**src/rtl/register_bank_pkg.sv**
```systemverilog
// -----------------------------------------------------------------------------
// register_bank_pkg
//   Datapath constants shared by the register file, the write-register-address
//   mux and the control unit of the multicycle MIPS datapath.
//
//   REG_ZERO      index of the hardwired-zero register ($zero)
//   REG_SP        index of the stack pointer ($sp)
//   REG_RA        index of the return-address register ($ra, jal target)
//   SP_RESET_VAL  value $sp takes on reset
//   DATA_W        datapath word width in bits
//   REG_ADDR_W    register index width (32 architectural registers)
// -----------------------------------------------------------------------------
package register_bank_pkg;

  localparam int REG_ZERO     = 0;
  localparam int REG_SP       = 29;
  localparam int REG_RA       = 31;
  localparam int SP_RESET_VAL = 227;
  localparam int DATA_W       = 32;
  localparam int REG_ADDR_W   = 5;

  // Convenience types for the default datapath configuration.
  typedef logic [DATA_W-1:0]     word_t;
  typedef logic [REG_ADDR_W-1:0] reg_idx_t;

endpackage : register_bank_pkg

```
**src/rtl/register_read_port.sv**
```systemverilog
// -----------------------------------------------------------------------------
// register_read_port
//   One synchronous read port of the register file. Resolves the value of the
//   addressed register (zero register, write-through bypass, or stored value)
//   and captures it in the output register that serves as the A/B operand latch.
//
//   Ports
//     clk          in   1       rising-edge clock
//     reset        in   1       synchronous active-high reset, clears read_data
//     read_reg     in   ADDR_W  register index to read
//     stored_data  in   DATA_W  current contents of reg[read_reg]
//     write_en     in   1       write port enable (RegWrite)
//     write_reg    in   ADDR_W  write port index
//     write_data   in   DATA_W  write port data
//     read_data    out  DATA_W  registered read result (1-cycle latency)
// -----------------------------------------------------------------------------
module register_read_port #(
  parameter int DATA_W = 32,
  parameter int ADDR_W = 5
) (
  input  logic              clk,
  input  logic              reset,
  input  logic [ADDR_W-1:0] read_reg,
  input  logic [DATA_W-1:0] stored_data,
  input  logic              write_en,
  input  logic [ADDR_W-1:0] write_reg,
  input  logic [DATA_W-1:0] write_data,
  output logic [DATA_W-1:0] read_data
);

  logic [DATA_W-1:0] next_data;

  // Zero check wins over the bypass so a write aimed at $zero never leaks
  // through to a reader of $zero. The bypass is gated by write_en alone, so
  // write_reg/write_data are don't-care while no write is in progress.
  always_comb begin
    // NOTE: assign a default before any branch so no path leaves next_data
    // unassigned; otherwise synthesis infers a latch.
    next_data = stored_data;
    if (read_reg == '0) begin
      next_data = '0;
    end else if (write_en && (write_reg == read_reg)) begin
      next_data = write_data;
    end
  end

  // NOTE: sequential state uses non-blocking assignment so every flop samples
  // its inputs from before the edge, independent of block ordering.
  always_ff @(posedge clk) begin
    if (reset) begin
      read_data <= '0;
    end else begin
      read_data <= next_data;
    end
  end

endmodule : register_read_port

```
**src/rtl/register_bank.sv**
```systemverilog
// -----------------------------------------------------------------------------
// register_bank
//   32 x 32-bit general-purpose register file of the multicycle MIPS datapath.
//   One write port fed by the write-register-address mux, two registered read
//   ports whose outputs act as the A/B operand latches. $zero is hardwired to 0,
//   $sp comes out of reset holding SP_RESET.
//
//   Ports
//     clk        in   1       single clock, rising edge
//     reset      in   1       synchronous active-high reset
//     RegWrite   in   1       write enable
//     WriteReg   in   ADDR_W  destination register index
//     WriteData  in   DATA_W  data to write
//     ReadReg1   in   ADDR_W  read port 1 index (rs)
//     ReadReg2   in   ADDR_W  read port 2 index (rt)
//     ReadData1  out  DATA_W  registered read data, port 1 (A operand)
//     ReadData2  out  DATA_W  registered read data, port 2 (B operand)
// -----------------------------------------------------------------------------
module register_bank
  import register_bank_pkg::*;
#(
  parameter int                DATA_W   = register_bank_pkg::DATA_W,
  parameter int                ADDR_W   = REG_ADDR_W,
  parameter int                SP_IDX   = REG_SP,
  parameter logic [DATA_W-1:0] SP_RESET = DATA_W'(SP_RESET_VAL)
) (
  input  logic              clk,
  input  logic              reset,
  input  logic              RegWrite,
  input  logic [ADDR_W-1:0] WriteReg,
  input  logic [DATA_W-1:0] WriteData,
  input  logic [ADDR_W-1:0] ReadReg1,
  input  logic [ADDR_W-1:0] ReadReg2,
  output logic [DATA_W-1:0] ReadData1,
  output logic [DATA_W-1:0] ReadData2
);

  localparam int DEPTH = 2 ** ADDR_W;

  logic [DATA_W-1:0] regs [0:DEPTH-1];
  logic              write_fire;

  // Writes to $zero are discarded at the storage so regs[0] stays 0 forever.
  assign write_fire = RegWrite && (WriteReg != ADDR_W'(REG_ZERO));

  // Reset has priority: a write presented in the reset cycle is dropped.
  always_ff @(posedge clk) begin
    if (reset) begin
      // NOTE: this array is a bank of flops, not a RAM macro, so every entry
      // can and must be reset; a memory that maps to RAM would not be.
      for (int i = 0; i < DEPTH; i++) begin
        regs[i] <= (i == SP_IDX) ? SP_RESET : '0;
      end
    end else if (write_fire) begin
      regs[WriteReg] <= WriteData;
    end
  end

  register_read_port #(
    .DATA_W (DATA_W),
    .ADDR_W (ADDR_W)
  ) u_read_port1 (
    .clk         (clk),
    .reset       (reset),
    .read_reg    (ReadReg1),
    .stored_data (regs[ReadReg1]),
    .write_en    (RegWrite),
    .write_reg   (WriteReg),
    .write_data  (WriteData),
    .read_data   (ReadData1)
  );

  register_read_port #(
    .DATA_W (DATA_W),
    .ADDR_W (ADDR_W)
  ) u_read_port2 (
    .clk         (clk),
    .reset       (reset),
    .read_reg    (ReadReg2),
    .stored_data (regs[ReadReg2]),
    .write_en    (RegWrite),
    .write_reg   (WriteReg),
    .write_data  (WriteData),
    .read_data   (ReadData2)
  );

endmodule : register_bank

```
**config.mk**
```make
export PLATFORM = sky130hd
export DESIGN_NAME = register_bank
export DESIGN_NICKNAME = d
export VERILOG_FILES = /design/src/rtl/register_bank_pkg.sv /design/src/rtl/register_read_port.sv /design/src/rtl/register_bank.sv
export SDC_FILE = /design/constraint.sdc
export NUM_CORES = 2
export LEC_CHECK = 0
export CELL_PAD_IN_SITES_DETAIL_PLACEMENT = 0
export CELL_PAD_IN_SITES_GLOBAL_PLACEMENT = 1
export CORE_MARGIN = 3
export CORE_UTILIZATION = 56
export CTS_CLUSTER_DIAMETER = 60
export DETAILED_ROUTE_END_ITERATION = 6
export PLACE_DENSITY = 0.83
export SYNTH_ARGS = -nofsm -noshare
export SYNTH_HDL_FRONTEND = slang
export SYNTH_SLANG_ARGS = --single-unit
```
**constraint.sdc**
```tcl
create_clock -name clk -period 7.65 [get_ports clk]
set_input_delay 1.9125 -clock clk [delete_from_list [all_inputs] [get_ports clk]]
set_output_delay 1.9125 -clock clk [all_outputs]
set_load 0.03 [all_outputs]
```
==> results.ini <==
[power]
intPower_mw=11.02
p_sw_mw=3.688
power_frac_comb_pct=11.7
power_per_cell_area_mw_per_mm2=232.2
swShare_pct=25.07
p_leak_nw=22.77
ir_drop_v=0.0002005
clockPowerShare_pct=40.3
seq_power_share_pct=47.9

[clocking]
postCtsSetupRepairBufs=0
clockRootBuffer=clkbuf_16
ctsHoldBuffers=0
cts_tree=done
ctsLongestPathBuffers=3
cts_resized=0
htreeDepth=3
numCtsBuffers=117
cts.sinks=1088
clk_latency_ns=0.72
path_clk_slew_ns=0.06

[critical_path]
critPathSlowestCell=clkdlybuf4s50_1
crit_path_frequent_cell=buf_4
path_cells=clkdlybuf4s50_1, or3_1, nand4bb_1, buf_4, nor2_2, buf_4, and2_1
end_kind=register
cp-start-kind=input port
path_class=in2reg
cp.arrival_ns=5.78
cp_max_fo=19
cp.required_ns=8.22
critPathBufInv=3
slowest_delay_ns=0.84
crit_family=simple AND/OR/NAND/NOR gates

[final_layout]
final_layout_size_suffix_gt1_share_pct=17.07
layout_common_cells=edfxtp_1 (1024), and2_1 (987), mux2i_1 (448)
area_growth_pct=11.89
nets=4061
final_common_cell=edfxtp_1
final.fill_count=7392
utilization_pct=63.27

[synthesis]
synth_top_cell_by_area=edfxtp_1
synth_async_sr_flop_share_pct=0
yosys_register_bits=1088
synth_cell_types=43
synth_top_area_share_pct=54.30
synth-edff-count=1024
synth_area_leaders=edfxtp_1 (54%), mux4_2 (11%), and2_1 (11%)
avgSynthCellArea_um2=14.02
synthCells=4038
synth_flop_cell=edfxtp_1
yosys_warnings=0
synth-seq-area-share_pct=56.56
synth_area_mm2=0.05663

[sta]
finalMaxSlewViolations=0
min_period_over_period_pct=68.09
period_minus_slack_ns=5.209
tightest_slew_ns=1.364
finalHoldViolCount=0
skew_ns=0.03144
setup_violations=0
slew_headroom_pct=8.750
rsz0062_at_grt=false
fmax_mhz=192.0
setup_tns_ns=0

[drt]
antenna_left=0
wire_per_inst_um=34.01
via_per_inst=6.944
wl_mm=184.1
drtPass1Iterations=6
wl_met2_mm=82.59
vias=37593
wl_met1_mm=69.06
routed-wl-met3_mm=22.69
drtIter0Drc=5623
drc=0
routed.top_layer=met5

[global_route]
gr-usage-all-layers_pct=35.15
grt_overflow=0
antenna_found_initial=12
grt_pass1_vias=37443
grt_start_max_net_pins=72
grt_first_pass_wirelength_mm=263.4

[place]
hpwlAfterDp_mm=108.4
gp_congestion=0.8667
io_buffers=113

[floorplan]
rows=116
dieArea_mm2=0.1050
die_y_um=324.0
core-area_mm2=0.1001
fp.dieW_um=324.0
start_util_pct=56.55
boundaryPins=114

[worst_hold_path]
hold_class=reg2reg

[status]
status=complete, no violations

[flow_run]
cap_violations=0

per-stage QoR:
stage / hold slack (ns) / std cells / power (mW) / area [um^2] / worst slack [ns]
final: 0.9046 / 5414 / 14.71 / 63360 / 2.441
after floorplan: 0.8136 / 4069 / 8.176 / 56750 / 2.194
after CTS: 0.8934 / 5411 / 14.69 / 63360 / 2.527
after detailed placement: 0.8898 / 5190 / 8.851 / 59350 / 1.781
after global routing: 0.9414 / 5411 / 15.05 / 63360 / 2.393
after global placement: 0.8742 / 5188 / 8.808 / 59290 / 1.809
sequential cells by signal (all words and copies together), names as in the netlist:
| signal | count |
|---|---|
| u_read_port1.read_data | 32 |
| u_read_port2.read_data | 32 |
| regs | 1024 |
per-layer routing:
metal  global-route usage [%]  vias up
met5                        0        -
met4                    16.63        8
met3                    9.215      482
met2                    53.27     2563
met1                    47.78    19007
li1                         -    15533
tightest hold or removal path, delay by kind of cell (launching register included):
family / cells / cell delay, ns
muxes: 1 / 0.23
DFF: 1 / 0.34
AOI/OAI and AO/OA: 3 / 0.32
layout make-up:
class / instances / area, um^2 / area share, %
Timing Repair Buffer: 255 / 2410 / 3.803
Multi-Input combinational cell: 2544 / 23260 / 36.72
Antenna cell: 3 / 7.507 / 0.01185
Clock buffer: 154 / 3232 / 5.100
Inverter: 5 / 18.77 / 0.02962
Sequential cell: 1088 / 32030 / 50.55
Tap cell: 1298 / 1624 / 2.563
Clock inverter: 67 / 777.0 / 1.226
power groups by stage:
stage | Clock (mW) | Sequential, mW | Combinational, mW
floorplan | 0 | 7.18 | 0.996
global placement | 0 | 7.14 | 1.67
detailed placement | 0 | 7.16 | 1.69
CTS | 5.95 | 7.04 | 1.70
global route | 6.18 | 7.08 | 1.79
finish | 5.93 | 7.05 | 1.72
cell usage after synthesis (36+ instances only):
cell type and number:
a211o_1 64, a211oi_1 64, edfxtp_1 1024, buf_4 37, clkbuf_1 305, a22oi_1 96, nor2_1 36, dfxtp_1 64
o21ai_0 127, mux4_2 288, and2_1 987, a221oi_1 192, buf_2 68, mux2i_1 448, a21oi_1 96
logic make-up (layout without fill, tap and decap cells):
family | count (synthesis) | count (layout) | synth area share [%]
flip-flops | 1088 | 1088 | 56.56
AND/OR/NAND/NOR | 1088 | 1088 | 11.80
multiplexers | 736 | 736 | 19.37
AO/OA/AOI/OAI | 678 | 678 | 8.590
buffers and inverters | 437 | 481 | 3.504
XOR/XNOR | 10 | 10 | 0.1679
other | 1 | 35 | 0.006622
path summary, 6_finish.rpt:
kind              depth (start not counted)                    endpoint    startpoint  slack [ns]
setup / recovery                          7                 regs[4][17]   WriteReg[2]        2.44
hold / removal                            4  u_read_port2.read_data[16]  regs[14][16]        0.90
setup reg to reg                          5  u_read_port2.read_data[23]   regs[8][23]        5.33
hold reg to reg                           4  u_read_port2.read_data[16]  regs[14][16]        0.90
Power figures use the tool's default switching activity.
